--- src/rtl/z80_pkg.sv ---
// Shared types for the Z80 machine-cycle sequencer.
// Z80_RFSH_EN selects whether M1 cycles perform DRAM refresh.
package z80_pkg;

    typedef enum logic [2:0] {
        CYC_M1   = 3'd0,
        CYC_MRD  = 3'd1,
        CYC_MWR  = 3'd2,
        CYC_IORD = 3'd3,
        CYC_IOWR = 3'd4
    } cyc_type_t;

    typedef enum logic [2:0] {
        TS_IDLE = 3'd0,
        TS_T1   = 3'd1,
        TS_T2   = 3'd2,
        TS_TW   = 3'd3,
        TS_T3   = 3'd4,
        TS_T4   = 3'd5
    } tstate_t;

    localparam int IO_WAITS_MAX = 3;

`ifdef Z80_RFSH_EN
    localparam bit RFSH_EN = 1'b1;
`else
    localparam bit RFSH_EN = 1'b0;
`endif

    function automatic logic is_io(input cyc_type_t t);
        return (t == CYC_IORD) || (t == CYC_IOWR);
    endfunction

endpackage

--- src/rtl/z80_strobe_decode.sv ---
// Bus strobe and drive-enable decode from T-state and cycle type.
// Refresh strobes are active only when Z80_RFSH_EN is defined.
module z80_strobe_decode
    import z80_pkg::*;
(
    input  tstate_t   i_state,
    input  cyc_type_t i_type,
    output logic      o_m1_l,
    output logic      o_mreq_l,
    output logic      o_iorq_l,
    output logic      o_rd_l,
    output logic      o_wr_l,
    output logic      o_rfsh_l,
    output logic      o_data_oe,
    output logic      o_rfsh_sel
);

    logic w_early;
    logic w_late;
    logic w_body;

    assign w_early = (i_state == TS_T1) || (i_state == TS_T2)
                   || (i_state == TS_TW);
    assign w_late  = (i_state == TS_T2) || (i_state == TS_TW)
                   || (i_state == TS_T3);
    assign w_body  = w_early || (i_state == TS_T3);

    always_comb begin
        o_m1_l     = 1'b1;
        o_mreq_l   = 1'b1;
        o_iorq_l   = 1'b1;
        o_rd_l     = 1'b1;
        o_wr_l     = 1'b1;
        o_rfsh_l   = 1'b1;
        o_data_oe  = 1'b0;
        o_rfsh_sel = 1'b0;
        unique case (1'b1)
            (i_type == CYC_M1): begin
                if (w_early) begin
                    o_m1_l   = 1'b0;
                    o_mreq_l = 1'b0;
                    o_rd_l   = 1'b0;
                end
                // Refresh half of M1: T3 strobes MREQ, T4 keeps RFSH only
                if (RFSH_EN && i_state == TS_T3) begin
                    o_mreq_l   = 1'b0;
                    o_rfsh_l   = 1'b0;
                    o_rfsh_sel = 1'b1;
                end
                if (RFSH_EN && i_state == TS_T4) begin
                    o_rfsh_l = 1'b0;
                end
            end
            (i_type == CYC_MRD): begin
                if (w_body) begin
                    o_mreq_l = 1'b0;
                    o_rd_l   = 1'b0;
                end
            end
            (i_type == CYC_MWR): begin
                if (w_body) begin
                    o_mreq_l  = 1'b0;
                    o_data_oe = 1'b1;
                end
                if (w_late) begin
                    o_wr_l = 1'b0;
                end
            end
            (i_type == CYC_IORD): begin
                if (w_late) begin
                    o_iorq_l = 1'b0;
                    o_rd_l   = 1'b0;
                end
            end
            (i_type == CYC_IOWR): begin
                if (w_late) begin
                    o_iorq_l  = 1'b0;
                    o_wr_l    = 1'b0;
                    o_data_oe = 1'b1;
                end
            end
            default: begin
            end
        endcase
    end

endmodule

--- src/rtl/z80_mcycle_fsm.sv ---
// Z80 machine-cycle sequencer: M1, MRD, MWR, IORD, IOWR with waits.
// Z80_RFSH_EN enables M1 refresh (RFSH_L, refresh address, R increment).
module z80_mcycle_fsm
    import z80_pkg::*;
#(
    parameter int ADDR_W   = 16,
    parameter int DATA_W   = 8,
    parameter int RFSH_W   = 7,
    parameter int IO_WAITS = 1
) (
    input  logic              clk,
    input  logic              rst,
    input  logic              cyc_start,
    input  cyc_type_t         cyc_type,
    input  logic [ADDR_W-1:0] cyc_addr,
    input  logic [DATA_W-1:0] cyc_wdata,
    input  logic [7:0]        i_reg,
    output logic              busy,
    output logic              cyc_done,
    output logic [DATA_W-1:0] cyc_rdata,
    output logic [7:0]        r_reg,
    input  logic [DATA_W-1:0] data_in,
    input  logic              WAIT_L,
    output logic [DATA_W-1:0] data_out,
    output logic              data_oe,
    output logic [ADDR_W-1:0] addr_out,
    output logic              M1_L,
    output logic              MREQ_L,
    output logic              IORQ_L,
    output logic              RD_L,
    output logic              WR_L,
    output logic              RFSH_L
);

    localparam logic [7:0] RMASK = 8'((1 << RFSH_W) - 1);
    localparam logic [1:0] IOW   = 2'(IO_WAITS);

    tstate_t           r_state;
    cyc_type_t         r_type;
    logic [ADDR_W-1:0] r_addr;
    logic [DATA_W-1:0] r_wdata;
    logic [DATA_W-1:0] r_rdata;
    logic [1:0]        r_wait;
    logic [7:0]        r_r;

    logic              w_final;
    logic              w_open;
    logic              w_stall;
    logic              w_capture;
    logic              w_rfsh_sel;
    logic [7:0]        w_r_next;
    logic [15:0]       w_rf_full;

    assign w_final   = (r_state == TS_T4)
                     || (r_state == TS_T3 && r_type != CYC_M1);
    assign w_open    = (r_state == TS_IDLE) || w_final;
    assign w_stall   = (r_wait != 2'd0) || !WAIT_L;
    assign w_capture = (r_type == CYC_M1) || (r_type == CYC_MRD)
                     || (r_type == CYC_IORD);
    assign w_r_next  = (r_r & ~RMASK) | ((r_r + 8'd1) & RMASK);
    assign w_rf_full = {i_reg, r_r};

    always_ff @(posedge clk or posedge rst) begin
        if (rst) begin
            r_state <= TS_IDLE;
            r_type  <= CYC_M1;
            r_addr  <= '0;
            r_wdata <= '0;
            r_rdata <= '0;
            r_wait  <= 2'd0;
            r_r     <= 8'd0;
        end else if (w_open) begin
            if (RFSH_EN && r_state == TS_T4) begin
                r_r <= w_r_next;
            end
            if (cyc_start) begin
                r_state <= TS_T1;
                r_type  <= cyc_type;
                r_addr  <= cyc_addr;
                r_wdata <= cyc_wdata;
                r_wait  <= is_io(cyc_type) ? IOW : 2'd0;
            end else begin
                r_state <= TS_IDLE;
            end
        end else begin
            case (r_state)
                TS_T1: r_state <= TS_T2;
                TS_T2, TS_TW: begin
                    // Auto I/O waits drain first; WAIT_L can extend further
                    if (w_stall) begin
                        r_state <= TS_TW;
                        if (r_wait != 2'd0) begin
                            r_wait <= r_wait - 2'd1;
                        end
                    end else begin
                        r_state <= TS_T3;
                        if (w_capture) begin
                            r_rdata <= data_in;
                        end
                    end
                end
                TS_T3:   r_state <= TS_T4;
                default: r_state <= TS_IDLE;
            endcase
        end
    end

    z80_strobe_decode u_dec (
        .i_state    (r_state),
        .i_type     (r_type),
        .o_m1_l     (M1_L),
        .o_mreq_l   (MREQ_L),
        .o_iorq_l   (IORQ_L),
        .o_rd_l     (RD_L),
        .o_wr_l     (WR_L),
        .o_rfsh_l   (RFSH_L),
        .o_data_oe  (data_oe),
        .o_rfsh_sel (w_rfsh_sel)
    );

    assign addr_out  = w_rfsh_sel ? ADDR_W'(w_rf_full) : r_addr;
    assign data_out  = r_wdata;
    assign cyc_rdata = r_rdata;
    assign r_reg     = r_r;
    assign busy      = (r_state != TS_IDLE);
    assign cyc_done  = w_final;

endmodule
--- config.mk ---
export PLATFORM = sky130hd
export DESIGN_NAME = z80_mcycle_fsm
export DESIGN_NICKNAME = d
export VERILOG_FILES = /design/src/rtl/z80_pkg.sv /design/src/rtl/z80_strobe_decode.sv /design/src/rtl/z80_mcycle_fsm.sv
export SDC_FILE = /design/constraint.sdc
export NUM_CORES = 1
export LEC_CHECK = 0
export BUFFER_PORTS_ARGS = -buffer_cell sky130_fd_sc_hd__buf_2
export CAP_MARGIN = 20
export CORE_MARGIN = 3
export CORE_UTILIZATION = 45
export DETAILED_ROUTE_END_ITERATION = 7
export HOLD_SLACK_MARGIN = 0.12
export PLACE_DENSITY = 0.78
export SLEW_MARGIN = 20
export SYNTH_ARGS = -nofsm -noshare
export SYNTH_HDL_FRONTEND = slang
export SYNTH_SLANG_ARGS = --single-unit
--- constraint.sdc ---
create_clock -name clk -period 4.3 [get_ports clk]
set_input_delay 0 -clock clk [delete_from_list [all_inputs] [get_ports clk]]
set_output_delay 0 -clock clk [all_outputs]
set_load 0.005 [all_outputs]
==> results of run 1 <==
-- layout make-up --
| cell class | instances | area, µm² |
|---|---|---|
| Fill cell | 286 | 1120 |
| Sequential cell | 40 | 1000 |
| Timing Repair Buffer | 118 | 786 |
| Multi-Input combinational cell | 91 | 757 |
| Clock buffer | 6 | 72.6 |
| Tap cell | 48 | 60.1 |
| Clock inverter | 2 | 35.0 |
| Inverter | 6 | 22.5 |
-- worst max-delay path, stage by stage, from the launching register on --
cell,delay (ns)
dfrtp_1,0.59
nor2b_1,0.18
a2111oi_4,0.96
buf_4,0.37
mux2_2,0.37
-- per-stage QoR --
stage	power (µW)	instances	util (%)
2_1_floorplan	1160	155	-
3_3_place_gp	1380	265	58.3
3_5_place_dp	1420	265	58.3
4_1_cts	1750	311	70.9
5_1_grt	1870	311	70.9
6_report	1740	311	70.9
-- logic make-up after synthesis --
logic type	after synthesis
buffers and inverters	24
other	2
flip-flops	40
multiplexers	34
AO/OA/AOI/OAI	20
AND/OR/NAND/NOR	26
XOR/XNOR	1
adder cells (fa/ha/maj)	1
-- registers in the layout, summed over array words and instances (netlist names) --
signal and count:
r_addr 16, cyc_rdata 8, data_out 8, r_state 3, r_type 3, r_wait 2
-- worst max-delay path by stage --
stage                          start           end  slack [ns]  cells after the start
after CTS                  r_type[1]    r_addr[14]        1.69                      4
after detailed placement  r_state[2]   data_out[7]        1.72                      4
after global routing      r_state[2]    r_addr[14]        1.50                      4
final                     r_state[2]    r_addr[14]        1.70                      4
after global placement    r_state[2]    r_addr[14]        1.75                      4
after floorplan            r_wait[0]  cyc_rdata[0]        2.62                      5
-- what timing repair did --
item	CTS	global route
endpoints found under the setup margin	0	0
hold buffers	38	0
hold endpoints to repair	78	0
-- power groups by stage --
stage,clock (µW),sequential (µW),combinational (µW)
after floorplan,0,676,489
after global placement,0,712,670
after detailed placement,0,726,692
after CTS,303,723,722
after global routing,318,755,796
final,296,725,716
-- cells in the mapped netlist, types with 2 or more instances --
cell type  number
a2111oi_4       2
a21oi_1         3
a221oi_1        2
buf_2           3
buf_4          14
conb_1          2
dfrtp_1        40
inv_1           6
mux2_2         34
nand2_1         7
nand2b_1        2
nor2_1          5
nor2b_1         2
nor3_1          2
o21ai_0         6
or3_1           3
-- metal layers --
metal | vias up | part of all wire, %
li1 | 727 | -
met1 | 720 | 41
met2 | 58 | 52
met3 | 4 | 6.8
met4 | 0 | 0.99
met5 | - | 0
==> results.sh, run 1 <==
export IMPL_final_cell_mix="78 x buf_2, 40 x dfrtp_1, 38 x dlygate4sd3_1"
export IMPL_syn_to_final_growth_pct=45.0
export IMPL_internal_power_uw=1150
export IMPL_yosysSeqAreaShare_pct=53.1
export IMPL_slew_viol_final=0
export IMPL_cts_tree="done"
export IMPL_die_area_um2=5000
export IMPL_cts_root_buf="clkbuf_8"
export IMPL_reg2reg_depth=4
export IMPL_coreArea_um2=3850
export IMPL_cp_arrival_ns=2.76
export IMPL_top_usage_layer="met2"
export IMPL_share_comb_of_total_power_pct=41.2
export IMPL_fin_crit_ns=2.60
export IMPL_finalSetupViolations=0
export IMPL_timing_final_ws_setup_ns=1.70
export IMPL_mostFrequentLayoutCell="buf_2"
export IMPL_synth_area_mux_share_pct=20.3
export IMPL_finalClockSkew_ns=0.00531
export IMPL_postCtsSetupRepairBufs=0
export IMPL_reg2reg_from="r_state[2]"
export IMPL_antennaDiodeCount=0
export IMPL_rsz0062_at_grt="no"
export IMPL_grtUsageMet2_pct=30.3
export IMPL_yosys_area_share_simple_pct=7.83
export IMPL_maxCapViolCount=0
export IMPL_slew_headroom_pct=30.4
export IMPL_ioPinCount=96
export IMPL_yosys_register_bits=40
export IMPL_final_nets=310
export IMPL_synth_top_family_by_area="multiplexers"
export IMPL_p_leak_uw=0.00129
export IMPL_yosysUniqueCellTypes=31
export IMPL_stdcell_area_um2=2730
export IMPL_ctsResizeCount=0
export IMPL_gp_congestion=0.754
export IMPL_antenna_found_initial=0
export IMPL_drtIter0Drc=70
export IMPL_synth_edff_count=0
export IMPL_drive_gt1_share_pct=47.9
export IMPL_grt_max_degree=41
export IMPL_finalWirelength_um=4450
export IMPL_viasPerCell=4.85
export IMPL_cp_required_ns=4.47
export IMPL_rows=22
export IMPL_grt_pass1_vias=1531
export IMPL_peakVddDrop_uv=339
export IMPL_synth_xor_area_share_pct=0.464
export IMPL_post_drt_wl_per_cell_um=14.3
export IMPL_port_buffer_count=78
export IMPL_cts_buffers=5
export IMPL_yosys_area_top_type="dfrtp_1"
export IMPL_clk_pin_slew_worst_paths_ns=0.08
export IMPL_synth_main_ff_cell="dfrtp_1"
export IMPL_grt_overflow=0
export IMPL_endpoint_kind="flip-flop"
export IMPL_met3_usage_pct=5.54
export IMPL_setup_tns_ns=0
export IMPL_track_usage_pct=18.6
export IMPL_start_kind="flip-flop"
export IMPL_rrSetupSlack_ns=1.70
export IMPL_dp_hpwl_um=2800
export IMPL_hp_class="in2async"
export IMPL_final_hold_violation_count=0
export IMPL_synth_area_um2=1890
export IMPL_dp_slack_ns=1.72
export IMPL_synthArstFlopShare_pct=100
export IMPL_yosys_warnings=8
export IMPL_die_h_um=70.7
export IMPL_postSynthCellCount=148
export IMPL_grt_pass1_wl_um=7380
export IMPL_worstPathMaxFanout=16
export IMPL_swShare_pct=33.9
export IMPL_die_w_um=70.7
export IMPL_pwr_share_clk_pct=17.0
export IMPL_rr_endpoint="r_addr[14]"
export IMPL_power_frac_seq_pct=41.8
export IMPL_placed_cell_area_um2=2250
export IMPL_period_share_pct=60.4
export IMPL_htree_levels=2
export IMPL_grt_use_met1_pct=24.2
export IMPL_timing_fmax_ghz=0.385
export IMPL_syn_area_per_cell_um2=12.7
export IMPL_synth_top_area_share_pct=53.1
export IMPL_worst_slew_pin_slew_ns=1.04
export IMPL_vias=1509
export IMPL_criticalPathCategory="reg2reg"
export IMPL_p_per_area_nw_per_um2=635
export IMPL_synth_compound_area_share_pct=9.09
export IMPL_p_sw_uw=588
export IMPL_antenna_left=0
export IMPL_status="complete, no violations"
export IMPL_first_pass_iters=6
export IMPL_synth_area_leaders="dfrtp_1 53%, mux2_2 20%, buf_4 5.6%"
export IMPL_initial_core_util_pct=48.9
export IMPL_hold_slack_ns=0.424
export IMPL_synth_fa_ha_area_share_pct=0.664
export IMPL_clk_latency_ns=0.28
export IMPL_cts_buffer_depth=2
export IMPL_cts_sinks=40
export IMPL_drc=0
(Power assumes the default switching activity.)
==> inputs of run 2 (changes only) <==
clock period = 2.61 ns   (was 4.3 ns; I/O delays follow)
==> results.sh, run 2 (same netlist as run 1, synthesis figures left out) <==
export IMPL_htree_levels=2
export IMPL_coreArea_um2=3850
export IMPL_cts_sinks=40
export IMPL_grt_pass1_vias=1599
export IMPL_mostFrequentLayoutCell="buf_2"
export IMPL_finalSetupViolations=0
export IMPL_grt_overflow=0
export IMPL_post_drt_wl_per_cell_um=13.9
export IMPL_internal_power_uw=1790
export IMPL_peakVddDrop_uv=622
export IMPL_die_w_um=70.7
export IMPL_status="complete, no violations"
export IMPL_die_area_um2=5000
export IMPL_clk_latency_ns=0.28
export IMPL_gp_congestion=0.807
export IMPL_slew_headroom_pct=42.2
export IMPL_final_cell_mix="78 x buf_2, 40 x dfrtp_1, 38 x dlygate4sd3_1"
export IMPL_maxCapViolCount=0
export IMPL_antenna_found_initial=0
export IMPL_antenna_left=0
export IMPL_timing_fmax_ghz=0.497
export IMPL_worst_slew_pin_slew_ns=0.866
export IMPL_track_usage_pct=18.8
export IMPL_finalWirelength_um=4330
export IMPL_first_pass_iters=4
export IMPL_dp_slack_ns=0.598
export IMPL_rrSetupSlack_ns=0.60
export IMPL_final_nets=311
export IMPL_cp_required_ns=2.78
export IMPL_criticalPathCategory="reg2reg"
export IMPL_share_comb_of_total_power_pct=42.9
export IMPL_initial_core_util_pct=48.9
export IMPL_swShare_pct=34.7
export IMPL_cts_tree="done"
export IMPL_p_per_area_nw_per_um2=1010
export IMPL_p_sw_uw=952
export IMPL_start_kind="flip-flop"
export IMPL_clk_pin_slew_worst_paths_ns=0.07
export IMPL_rsz0062_at_grt="no"
export IMPL_cts_buffers=5
export IMPL_drive_gt1_share_pct=47.9
export IMPL_endpoint_kind="flip-flop"
export IMPL_p_leak_uw=0.00128
export IMPL_ioPinCount=96
export IMPL_finalClockSkew_ns=0.00403
export IMPL_drc=0
export IMPL_fin_crit_ns=2.01
export IMPL_grt_pass1_wl_um=7510
export IMPL_worstPathCellList="nand2b_1 > a2111oi_4 > mux2_2"
export IMPL_setup_tns_ns=0
export IMPL_drtIter0Drc=78
export IMPL_grt_max_degree=31
export IMPL_viasPerCell=4.83
export IMPL_vias=1503
export IMPL_ctsResizeCount=0
export IMPL_dp_hpwl_um=2830
export IMPL_rows=22
export IMPL_power_frac_seq_pct=43.3
export IMPL_timing_final_ws_setup_ns=0.597
export IMPL_largest_register_ffs=16
export IMPL_postCtsSetupRepairBufs=0
export IMPL_hp_class="in2async"
export IMPL_cts_root_buf="clkbuf_8"
export IMPL_port_buffer_count=78
export IMPL_final_hold_violation_count=0
export IMPL_period_share_pct=77.1
export IMPL_critPathSlowestCell="a2111oi_4"
export IMPL_cts_buffer_depth=2
export IMPL_die_h_um=70.7
export IMPL_syn_to_final_growth_pct=43.8
export IMPL_max_stage_delay_ns=0.63
export IMPL_slew_viol_final=0
export IMPL_antennaDiodeCount=0
export IMPL_pwr_share_clk_pct=13.8
export IMPL_cp_arrival_ns=2.18
export IMPL_ctsHoldBuffers=38
export IMPL_worstPathMaxFanout=13
export IMPL_power_uw=2740
export IMPL_largest_register="r_addr"
[run 2: final timing paths]
check,start,end,cells after the start
setup / recovery,r_state[2],cyc_rdata[7],3
hold / removal,rst,data_out[7],3
setup reg to reg,r_state[2],cyc_rdata[7],3
hold reg to reg,data_out[5],data_out[5],1
max in group asynchronous,rst,r_wait[1],4
min in group clk,cyc_addr[7],r_addr[7],3
[run 2: final cells by class]
type | count | area [µm²]
Fill cell | 280 | 1140
Sequential cell | 40 | 1000
Timing Repair Buffer | 119 | 793
Multi-Input combinational cell | 91 | 757
Clock buffer | 6 | 72.6
Tap cell | 48 | 60.1
Inverter | 6 | 22.5
Clock inverter | 1 | 5.00
[run 2: power by group through the flow]
| stage | sequential [µW] | combinational (µW) | clock, µW |
|---|---|---|---|
| 2_1_floorplan | 1110 | 806 | 0 |
| 4_1_cts | 1180 | 1180 | 391 |
| 3_3_place_gp | 1180 | 1100 | 0 |
| 3_5_place_dp | 1190 | 1140 | 0 |
| 5_1_grt | 1240 | 1310 | 420 |
| 6_report | 1190 | 1180 | 378 |
[run 2: routing by layer]
metal | vias up | share of wire (%) | track usage (%) | wire [µm]
li1 | 723 | - | - | -
met1 | 711 | 41 | 22.7 | 1760
met2 | 59 | 50 | 31.5 | 2170
met3 | 10 | 7.2 | 6.11 | 313
met4 | 0 | 2.0 | 6.26 | 85
met5 | - | 0 | 0 | 0
[run 2: critical path: cells and delay by family, from the launching register on]
kind | cells | cell delay, ns
compound gates | 1 | 0.63
flops | 1 | 0.52
simple gates | 1 | 0.34
mux | 1 | 0.41
[run 2: through the flow]
step	instances	instance area (µm²)	hold slack [ns]	util, %
floorplan	155	1910	0.109	-
global placement	266	2250	0.223	58.5
detailed placement	266	2250	0.231	58.5
CTS	311	2710	0.463	70.4
global route	311	2710	0.491	70.4
finish	311	2710	0.460	70.4
